$ cat config.mk
export PLATFORM = sky130hd
export DESIGN_NAME = mac_kbd_link_flat
export DESIGN_NICKNAME = d
export VERILOG_FILES = /design/src/rtl/mac_kbd_link_if.sv /design/src/rtl/mac_kbd_link.sv /design/src/flat_wrapper.sv
export SDC_FILE = /design/constraint.sdc
export NUM_CORES = 1
export LEC_CHECK = 0
export BUFFER_PORTS_ARGS = -buffer_cell sky130_fd_sc_hd__buf_2
export CORE_UTILIZATION = 51
export CTS_BUF_LIST = sky130_fd_sc_hd__clkbuf_8
export DETAILED_ROUTE_END_ITERATION = 10
export GPL_TIMING_DRIVEN = 0
export PLACE_DENSITY = 0.67
export RECOVER_POWER = 100
export SLEW_MARGIN = 20
export SYNTH_ARGS = -nofsm -noshare
export SYNTH_HDL_FRONTEND = slang
export SYNTH_SLANG_ARGS = --single-unit
$ cat constraint.sdc
create_clock -name clock -period 2.9 [get_ports clock]
set_clock_uncertainty 0.15 [all_clocks]
set_input_delay 0.29 -clock clock [delete_from_list [all_inputs] [get_ports clock]]
set_output_delay 0.29 -clock clock [all_outputs]
set_load 0.01 [all_outputs]
$ cat src/rtl/mac_kbd_link_if.sv
`default_nettype none
// ============================================================================
// Module      : mac_kbd_link_if
// Description : Command/response handshake bundle between mac_kbd_link and
//               the keyboard controller behind it.
//                 cmd_valid - one-clock pulse, a command byte was received
//                 cmd_data  - last received command byte
//                 rsp_ready - link is waiting for a response byte
//                 rsp_valid - response byte offered
//                 rsp_data  - response byte
//               slave  : the link side (drives cmd_*, rsp_ready)
//               master : the controller side (drives rsp_valid, rsp_data)
// Revision    : 1.0 - initial release
// ============================================================================
interface mac_kbd_link_if;
    logic       cmd_valid;
    logic [7:0] cmd_data;
    logic       rsp_ready;
    logic       rsp_valid;
    logic [7:0] rsp_data;

    modport master (
        input  cmd_valid,
        input  cmd_data,
        input  rsp_ready,
        output rsp_valid,
        output rsp_data
    );

    modport slave (
        output cmd_valid,
        output cmd_data,
        output rsp_ready,
        input  rsp_valid,
        input  rsp_data
    );
endinterface
`default_nettype wire

$ cat src/rtl/mac_kbd_link.sv
`default_nettype none
// ============================================================================
// Module      : mac_kbd_link
// Description : Keyboard side of the Macintosh 128K/512K keyboard link.
//               Detects a host request (data held low), clocks in an 8-bit
//               command MSB first, hands it to the controller, then clocks
//               out a response byte (or the null byte 8'h7B on timeout).
//               Ports:
//                 clock      - sole clock
//                 reset      - synchronous, active-high
//                 tick       - timing enable; all counters advance on tick
//                 kbd_data_i - host data line, asynchronous, released = 1
//                 kbd_clk_o  - keyboard clock line to host
//                 kbd_data_o - keyboard data line to host
//                 busy       - high whenever not idle
//                 bus        - command/response handshake (slave side)
// Revision    : 1.0 - initial release
// ============================================================================
module mac_kbd_link #(
    parameter int HALF_RX     = 200,
    parameter int HALF_TX     = 165,
    parameter int REQ_FILTER  = 4,
    parameter int RSP_TIMEOUT = 250000
) (
    input  logic          clock,
    input  logic          reset,
    input  logic          tick,
    input  logic          kbd_data_i,
    output logic          kbd_clk_o,
    output logic          kbd_data_o,
    output logic          busy,
    mac_kbd_link_if.slave bus
);

    // One phase counter serves all timed states, so size it for the longest.
    localparam int c_PH_MAX_A = (HALF_RX > HALF_TX) ? HALF_RX : HALF_TX;
    localparam int c_PH_MAX   = (RSP_TIMEOUT > c_PH_MAX_A) ? RSP_TIMEOUT : c_PH_MAX_A;
    localparam int c_PHASE_W  = $clog2(c_PH_MAX + 1);
    localparam int c_FILT_W   = $clog2(REQ_FILTER + 1);

    localparam logic [c_PHASE_W-1:0] c_RX_END = c_PHASE_W'(HALF_RX - 1);
    localparam logic [c_PHASE_W-1:0] c_TX_END = c_PHASE_W'(HALF_TX - 1);
    localparam logic [c_PHASE_W-1:0] c_TO_END = c_PHASE_W'(RSP_TIMEOUT - 1);
    localparam logic [c_PHASE_W-1:0] c_PH_ONE = c_PHASE_W'(1);
    localparam logic [c_FILT_W-1:0]  c_FILT_END = c_FILT_W'(REQ_FILTER - 1);
    localparam logic [c_FILT_W-1:0]  c_FILT_ONE = c_FILT_W'(1);
    localparam logic [7:0]           c_NULL_RSP = 8'h7B;

    localparam logic [2:0] c_ST_IDLE  = 3'd0;
    localparam logic [2:0] c_ST_RX_LO = 3'd1;
    localparam logic [2:0] c_ST_RX_HI = 3'd2;
    localparam logic [2:0] c_ST_WAIT  = 3'd3;
    localparam logic [2:0] c_ST_TX_LO = 3'd4;
    localparam logic [2:0] c_ST_TX_HI = 3'd5;

    logic [2:0]           r_state;
    logic [2:0]           w_state_nxt;
    logic                 r_sync1;
    logic                 r_sdata;
    logic [c_FILT_W-1:0]  r_filt;
    logic [c_PHASE_W-1:0] r_phase;
    logic [2:0]           r_bit;
    logic [7:0]           r_rx_shift;
    logic [7:0]           r_tx_shift;
    logic [7:0]           r_cmd_data;
    logic                 r_cmd_valid;
    logic                 w_rsp_ready;
    logic                 w_hs;
    logic                 w_rx_end;
    logic                 w_tx_end;
    logic                 w_to_end;
    logic                 w_req;

    assign w_rx_end = tick && (r_phase == c_RX_END);
    assign w_tx_end = tick && (r_phase == c_TX_END);
    assign w_to_end = tick && (r_phase == c_TO_END);
    assign w_req    = tick && !r_sdata && (r_filt == c_FILT_END);
    assign w_hs     = bus.rsp_valid && w_rsp_ready;

    assign bus.cmd_valid = r_cmd_valid;
    assign bus.cmd_data  = r_cmd_data;
    assign bus.rsp_ready = w_rsp_ready;

    // ------------------------------------------------------------------
    // State register
    // ------------------------------------------------------------------
    always_ff @(posedge clock) begin
        if (reset) begin
            r_state <= c_ST_IDLE;
        end else begin
            r_state <= w_state_nxt;
        end
    end

    // ------------------------------------------------------------------
    // Next-state logic
    // ------------------------------------------------------------------
    always_comb begin
        w_state_nxt = r_state;
        case (r_state)
            c_ST_IDLE:  if (w_req)    w_state_nxt = c_ST_RX_LO;
            c_ST_RX_LO: if (w_rx_end) w_state_nxt = c_ST_RX_HI;
            c_ST_RX_HI: if (w_rx_end) w_state_nxt = (r_bit == 3'd0) ? c_ST_WAIT : c_ST_RX_LO;
            // A handshake always wins over a coincident timeout.
            c_ST_WAIT:  if (w_hs || w_to_end) w_state_nxt = c_ST_TX_LO;
            c_ST_TX_LO: if (w_tx_end) w_state_nxt = c_ST_TX_HI;
            c_ST_TX_HI: if (w_tx_end) w_state_nxt = (r_bit == 3'd0) ? c_ST_IDLE : c_ST_TX_LO;
            default:    w_state_nxt = c_ST_IDLE;
        endcase
    end

    // ------------------------------------------------------------------
    // Outputs decoded from state. The TX data bit is the shifter MSB, which
    // only moves on the TX_HI -> TX_LO edge, so data changes only with the
    // clock falling and is stable through every high phase.
    // ------------------------------------------------------------------
    always_comb begin
        kbd_clk_o   = 1'b1;
        kbd_data_o  = 1'b1;
        w_rsp_ready = 1'b0;
        busy        = 1'b1;
        case (r_state)
            c_ST_IDLE:  busy = 1'b0;
            c_ST_RX_LO: kbd_clk_o = 1'b0;
            c_ST_WAIT:  w_rsp_ready = 1'b1;
            c_ST_TX_LO: begin
                kbd_clk_o  = 1'b0;
                kbd_data_o = r_tx_shift[7];
            end
            c_ST_TX_HI: kbd_data_o = r_tx_shift[7];
            default: ;
        endcase
    end

    // ------------------------------------------------------------------
    // Datapath: synchroniser, filter, counters and shifters
    // ------------------------------------------------------------------
    always_ff @(posedge clock) begin
        if (reset) begin
            r_sync1     <= 1'b1;
            r_sdata     <= 1'b1;
            r_filt      <= '0;
            r_phase     <= '0;
            r_bit       <= 3'd0;
            r_rx_shift  <= 8'h00;
            r_tx_shift  <= 8'h00;
            r_cmd_data  <= 8'h00;
            r_cmd_valid <= 1'b0;
        end else begin
            r_sync1     <= kbd_data_i;
            r_sdata     <= r_sync1;
            r_cmd_valid <= 1'b0;

            // Held outside IDLE so a still-low line after a transaction
            // needs a full filter window to re-trigger.
            if ((r_state != c_ST_IDLE) || r_sdata || (w_state_nxt != c_ST_IDLE)) begin
                r_filt <= '0;
            end else if (tick) begin
                r_filt <= r_filt + c_FILT_ONE;
            end

            if ((w_state_nxt != r_state) || (r_state == c_ST_IDLE)) begin
                r_phase <= '0;
            end else if (tick) begin
                r_phase <= r_phase + c_PH_ONE;
            end

            case (r_state)
                c_ST_IDLE: begin
                    if (w_state_nxt == c_ST_RX_LO) r_bit <= 3'd7;
                end
                c_ST_RX_LO: begin
                    // Sample on the clock rising edge (entry to RX_HI).
                    if (w_state_nxt == c_ST_RX_HI) r_rx_shift <= {r_rx_shift[6:0], r_sdata};
                end
                c_ST_RX_HI: begin
                    if (w_state_nxt == c_ST_RX_LO) begin
                        r_bit <= r_bit - 3'd1;
                    end else if (w_state_nxt == c_ST_WAIT) begin
                        r_cmd_data  <= r_rx_shift;
                        r_cmd_valid <= 1'b1;
                    end
                end
                c_ST_WAIT: begin
                    if (w_state_nxt == c_ST_TX_LO) begin
                        r_tx_shift <= w_hs ? bus.rsp_data : c_NULL_RSP;
                        r_bit      <= 3'd7;
                    end
                end
                c_ST_TX_HI: begin
                    if (w_state_nxt != c_ST_TX_HI) begin
                        r_tx_shift <= {r_tx_shift[6:0], 1'b0};
                        if (w_state_nxt == c_ST_TX_LO) r_bit <= r_bit - 3'd1;
                    end
                end
                default: ;
            endcase
        end
    end

endmodule
`default_nettype wire

$ cat src/flat_wrapper.sv
// flat-port wrapper written by rule: the top's interface ports become plain ports
module mac_kbd_link_flat 
#(
    parameter int HALF_RX     = 200,
    parameter int HALF_TX     = 165,
    parameter int REQ_FILTER  = 4,
    parameter int RSP_TIMEOUT = 250000
)
  (clock, reset, tick, kbd_data_i, kbd_clk_o, kbd_data_o, busy, bus_cmd_valid, bus_cmd_data, bus_rsp_ready, bus_rsp_valid, bus_rsp_data);
  mac_kbd_link_if bus_i ();
  input  logic clock;
  input  logic reset;
  input  logic tick;
  input  logic kbd_data_i;
  output logic kbd_clk_o;
  output logic kbd_data_o;
  output logic busy;
  output wire logic [$bits(bus_i.cmd_valid)-1:0] bus_cmd_valid;
  output wire logic [$bits(bus_i.cmd_data)-1:0] bus_cmd_data;
  output wire logic [$bits(bus_i.rsp_ready)-1:0] bus_rsp_ready;
  input wire logic [$bits(bus_i.rsp_valid)-1:0] bus_rsp_valid;
  input wire logic [$bits(bus_i.rsp_data)-1:0] bus_rsp_data;
  assign bus_cmd_valid = bus_i.cmd_valid;
  assign bus_cmd_data = bus_i.cmd_data;
  assign bus_rsp_ready = bus_i.rsp_ready;
  assign bus_i.rsp_valid = bus_rsp_valid;
  assign bus_i.rsp_data = bus_rsp_data;
  mac_kbd_link #(.HALF_RX(HALF_RX), .HALF_TX(HALF_TX), .REQ_FILTER(REQ_FILTER), .RSP_TIMEOUT(RSP_TIMEOUT)) u_core (.clock(clock), .reset(reset), .tick(tick), .kbd_data_i(kbd_data_i), .kbd_clk_o(kbd_clk_o), .kbd_data_o(kbd_data_o), .busy(busy), .bus(bus_i));
endmodule
=== After elaboration in Yosys (flattened, before gate mapping) ===
Cells that the tools add are included.

* $add $sub $neg: 3
* Equality and inequality tests: 20
* Multiplexer cells: 24
* Bitwise gates (word level): 2
* Reduce and logical (&&, ||, !) cells: 26

{| class="wikitable"
|+ Operators by type and width
! kind !! number
|-
| $eq A18 B8 Y1 const B || 2
|-
| $mux W3 || 12
|-
| $mux W8 || 3
|-
| $add A18 B1 Y18 const B || 1
|-
| $eq A18 B18 Y1 const B || 1
|-
| $pmux W3 S6 || 1
|-
| $pmux W8 S2 || 1
|-
| $eq A3 B2 Y1 const B || 5
|-
| $pmux W3 S4 || 1
|-
| $eq A3 B3 Y1 const B || 3
|-
| $ne A2 B1 Y1 const B || 4
|-
| $reduce_or A2 Y1 || 4
|-
| $eq A3 B1 Y1 const B || 2
|-
| $logic_and A1 B1 Y1 || 6
|-
| $logic_not A3 Y1 || 2
|-
| $reduce_and A3 Y1 || 2
|-
| $reduce_and A6 Y1 || 1
|-
| $reduce_bool A3 Y1 || 2
|-
| $mux W1 || 5
|-
| $logic_or A1 B1 Y1 || 4
|-
| $reduce_bool A4 Y1 || 1
|-
| $add A3 B1 Y3 const B || 1
|-
| $ne A3 B3 Y1 || 1
|-
| $ne A3 B3 Y1 const B || 1
|-
| 8 further kinds || 9
|}

* Bits in registers: 54
* Output and inout bits: 13

=== Depth between registers and ports, before layout ===
* Depth in word-level cells: 10
* Mapped depth: 9
* Gate-level depth less buffers: 8

=== Worst setup path after synthesis ===
OpenSTA, ideal clock, no wires.

* Kind: register to register
* From: register u_core.r_phase[0]
* To: register u_core.r_phase[11]
* Library setup time: 0.115 ns
* Arrival: 2.307 ns
* Data required time: 2.635 ns
* Setup slack: 0.328 ns
* Stages on the path, launching flop included: 9
* Path buffers: 1
* Clock period less this slack: 2.572 ns
* Path through: dfxtp_1 -> ha_1 -> and4_1 -> and3_1 -> a2111oi_1 -> nor4_4 -> mux2i_2 -> buf_6 -> nor2_2

* Cells in the longest elaborated chain, start to end: 8
* Elaborated cells between the ends (all ways): 17

{| class="wikitable"
|+ Ends and longest elaborated chain
! item !! RTL line !! text
|-
| start, declared || mac_kbd_link.sv:61 || <nowiki>logic [c_PHASE_W-1:0] r_phase;</nowiki>
|-
| start signal, assigned || mac_kbd_link.sv:165 || <nowiki>r_phase <= r_phase + c_PH_ONE;</nowiki>
|-
| $eq A18 B18 Y1 || mac_kbd_link.sv:76 || <nowiki>assign w_to_end = tick && (r_phase == c_TO_END);</nowiki>
|-
| $logic_and A1 B1 Y1 || mac_kbd_link.sv:76 ||
|-
| $logic_or A1 B1 Y1 || mac_kbd_link.sv:105 || <nowiki>c_ST_WAIT: if (w_hs || w_to_end) w_state_nxt = c_ST_TX_LO;</nowiki>
|-
| $mux W3 || mac_kbd_link.sv:105 ||
|-
| $pmux W3 S6 || mac_kbd_link.sv:100 || <nowiki>case (r_state)</nowiki>
|-
| $ne A3 B3 Y1 || mac_kbd_link.sv:162 || <nowiki>if ((w_state_nxt != r_state) || (r_state == c_ST_IDLE)) begin</nowiki>
|-
| $logic_or A1 B1 Y1 || mac_kbd_link.sv:162 ||
|-
| $reduce_or A2 Y1 (no source line) || n/a ||
|}

Parallel ways exist; a longest one is shown, timed or not.
A chain may end at the register's enable or synchronous reset.

=== Final worst setup path ===
* From: register u_core.r_phase[14]
* To: register u_core.r_phase[11]

* Cells in the longest elaborated chain, start to end: 8
* Elaborated cells between the ends (all ways): 16

{| class="wikitable"
|+ Ends and longest elaborated chain
! item !! RTL line
|-
| $eq A18 B18 Y1 || mac_kbd_link.sv:76
|-
| $logic_and A1 B1 Y1 || mac_kbd_link.sv:76
|-
| $logic_or A1 B1 Y1 || mac_kbd_link.sv:105
|-
| $mux W3 || mac_kbd_link.sv:105
|-
| $pmux W3 S6 * || mac_kbd_link.sv:100
|-
| $ne A3 B3 Y1 * || mac_kbd_link.sv:162
|-
| $logic_or A1 B1 Y1 * || mac_kbd_link.sv:162
|-
| $reduce_or A2 Y1 (no source line) * || n/a
|}

Every way passes the cells marked *; elsewhere a longest branch is shown, timed or not.

==> metrics.txt <==
Final ANT Viol Nets 0; Sink Count 54; synth unique cells 52; first-pass GRT wire length around 8700 um; VDD IR max ~0.28 mV; yosys warns 0; initial antenna violation count 0; flops & latches, synth 54; Die X 74.4 um; Congestion Overflow GR 0; routability cong. 0.836; Max-Cap Viols 0; detailed-route wire length per cell roughly 13 um; Vias approximately 2.1k; area of the core between 4000 and 5000 um^2; worst-path fanout max 10; Synth top area share between 40% and 50%; number of diodes 0; Worst Tran Pin Value ~740 ps; cell taking the most area after synthesis dfxtp_1; DP Worst Slack between 2 and 3 ps; initial DRC count 144; Crit Path Class reg -> reg; Post-synth EDFFs 0; DRT Pass-1 Iters 4; Primary FF master, synth dfxtp_1; met3 WL between 100 and 150 um; Initial Utilization 54.7%; Die Y approximately 74 um; clock slew at reported path FFs ~100 ps; fin. max-slew vios 0; Max-slew headroom about half; syn nets around 320; Final setup viols 0; startpoint types register; root buffer selected by CTS clkbuf_8; Area contributors post-synth dfxtp_1 (40%), mux2i_1 (6.7%), nor2_1 (5.8%), xnor2_1 (3.6%), and3_1 (2.8%); largest net degree at the start of global routing 18; post-synth design cell area approximately 2700 um^2; htree depth 2; Syn Area/Cell ~9 um^2; Die ar. 5530 um^2; Worst-Skew Late Latency around 310 ps; Port Buffer Count 24; Req. time, crit path 2950 ps; RSZ-0062 raised after global routing no; most frequent cells in the layout dfxtp_1 (54), nor2_1 (48), clkbuf_1 (25); pwr dens around 450 nW/um^2; met1 wire length 2820 um; Mapped Cells 299; Tot GR Track Use between 20 and 25%; CTS tree done; FILL cells between 400 and 500; DP HPWL between 3000 and 4000 um; post-route setup slack between 100 and 150 ps; CTS Buffer Depth 2; Critical Path Sink Type register; final-stage net count 352; metal2 WL about 2200 um; Post-synth ARST share 0%; fraction of layout cells with a size suffix above 1 roughly an eighth; Area Growth Syn to Fin 11.5%; TritonCTS buffer count 5; Post-route DRC 0; WL final ~5300 um; commonest non-fill, non-tap cell in the layout dfxtp_1; uppermost layer routed met4; outcome completed; HP Class in -> reg; sequential-to-total area share from yosys stat 40.5%; Via density 5.28; io pins 26; Max Clk Rate 363 MHz; vias in the first global route between 1.5k and 2k; Final Hold Viols 0; Rows 25; fin util a little over 60%; CP arrival 2810 ps; setup TNS 0 ps; Pleak ~1.0 nW; Final min period 2760 ps; fin crit share ~95%
synth_stat cells (5+ instances only):
cell / n
nor3_1: 12
clkbuf_1: 12
nor2_1: 41
nand4_1: 5
ha_1: 6
xor2_1: 8
xnor2_1: 11
nand2_1: 13
dfxtp_1: 54
o21ai_0: 6
a21oi_1: 13
inv_1: 7
o22ai_1: 5
nand2b_1: 5
nor2_2: 10
nand3_1: 9
and3_1: 12
mux2i_1: 18
layer usage:
metal  up-vias  global-route usage [%]
met4         0                    6.29
met2        22                    31.1
met3         7                    3.66
met1       971                    29.0
li1       1119                       -
met5         -                       0
critical path: stages (launching register included):
cell and delay [ps]:
dfxtp_1 350, nor4_1 410, nand4_2 280, mux2_4 380, nor4_4 420, mux2i_4 410
buf_6 190, nor2_1 60
timing repair:
action	4_1_cts	5_1_grt
buffers inserted	0	3
setup endpoints to repair	10	15
gates resized for setup	1	1
gates cloned	0	0
hold buffers	0	0
per-stage QoR:
step           power, mW  hold WS (ps)  std cells  instance area (um^2)
2_1_floorplan      0.817           239        299                  2670
3_3_place_gp       0.842           243        390                  2880
3_5_place_dp       0.843           265        390                  2880
4_1_cts             1.35          26.8        398                  3000
5_1_grt             1.39          15.7        401                  2980
6_report            1.34          24.4        401                  2980
final timing paths:
kind / startpoint / to / slack, ps / depth (start not counted)
setup / recovery: u_core.r_phase[14] / u_core.r_phase[11] / 140 / 7
hold / removal: kbd_data_i / u_core.r_sync1 / 20 / 2
setup reg to reg: u_core.r_phase[14] / u_core.r_phase[11] / 140 / 7
hold reg to reg: u_core.r_sync1 / u_core.r_sdata / 290 / 1
power breakdown:
group / switching, mW / leakage [nW] / internal (mW) / total [mW]
registers: 0.00208 / 0.435 / 0.744 / 0.747
clock network: 0.254 / 0.0585 / 0.259 / 0.513
logic: 0.0513 / 0.511 / 0.0306 / 0.0819
cells by family after synthesis:
family	count (synthesis)	synth area share, %
adder cells (fa/ha/maj)	6	2.81
multiplexers	21	8.24
AND/OR/NAND/NOR	131	27.4
flip-flops	54	40.5
buffers and inverters	25	3.98
XOR/XNOR	19	6.23
AO/OA/AOI/OAI	43	10.9
area by class of cell:
| class | instances | area [um^2] | area share, % |
|---|---|---|---|
| buffer | 17 | 76.3 | 2.56 |
| clock buffer | 5 | 68.8 | 2.31 |
| tap | 67 | 83.8 | 2.82 |
| multi-input combinational | 220 | 1470 | 49.3 |
| clock inverter | 3 | 43.8 | 1.47 |
| sequential | 54 | 1080 | 36.3 |
| timing repair buffer | 27 | 125 | 4.20 |
| inverter | 8 | 30.0 | 1.01 |
sequential cells by signal, summed over array words and instances (netlist names):
signal / flops
u_core.r_sdata: 1
u_core.r_rx_shift: 8
u_core.r_filt: 3
u_core.r_bit: 3
u_core.r_tx_shift: 8
u_core.bus.cmd_valid: 1
u_core.r_phase: 18
u_core.r_sync1: 1
u_core.r_state: 3
u_core.bus.cmd_data: 8
No activity file was read; power rests on OpenSTA's default activity.
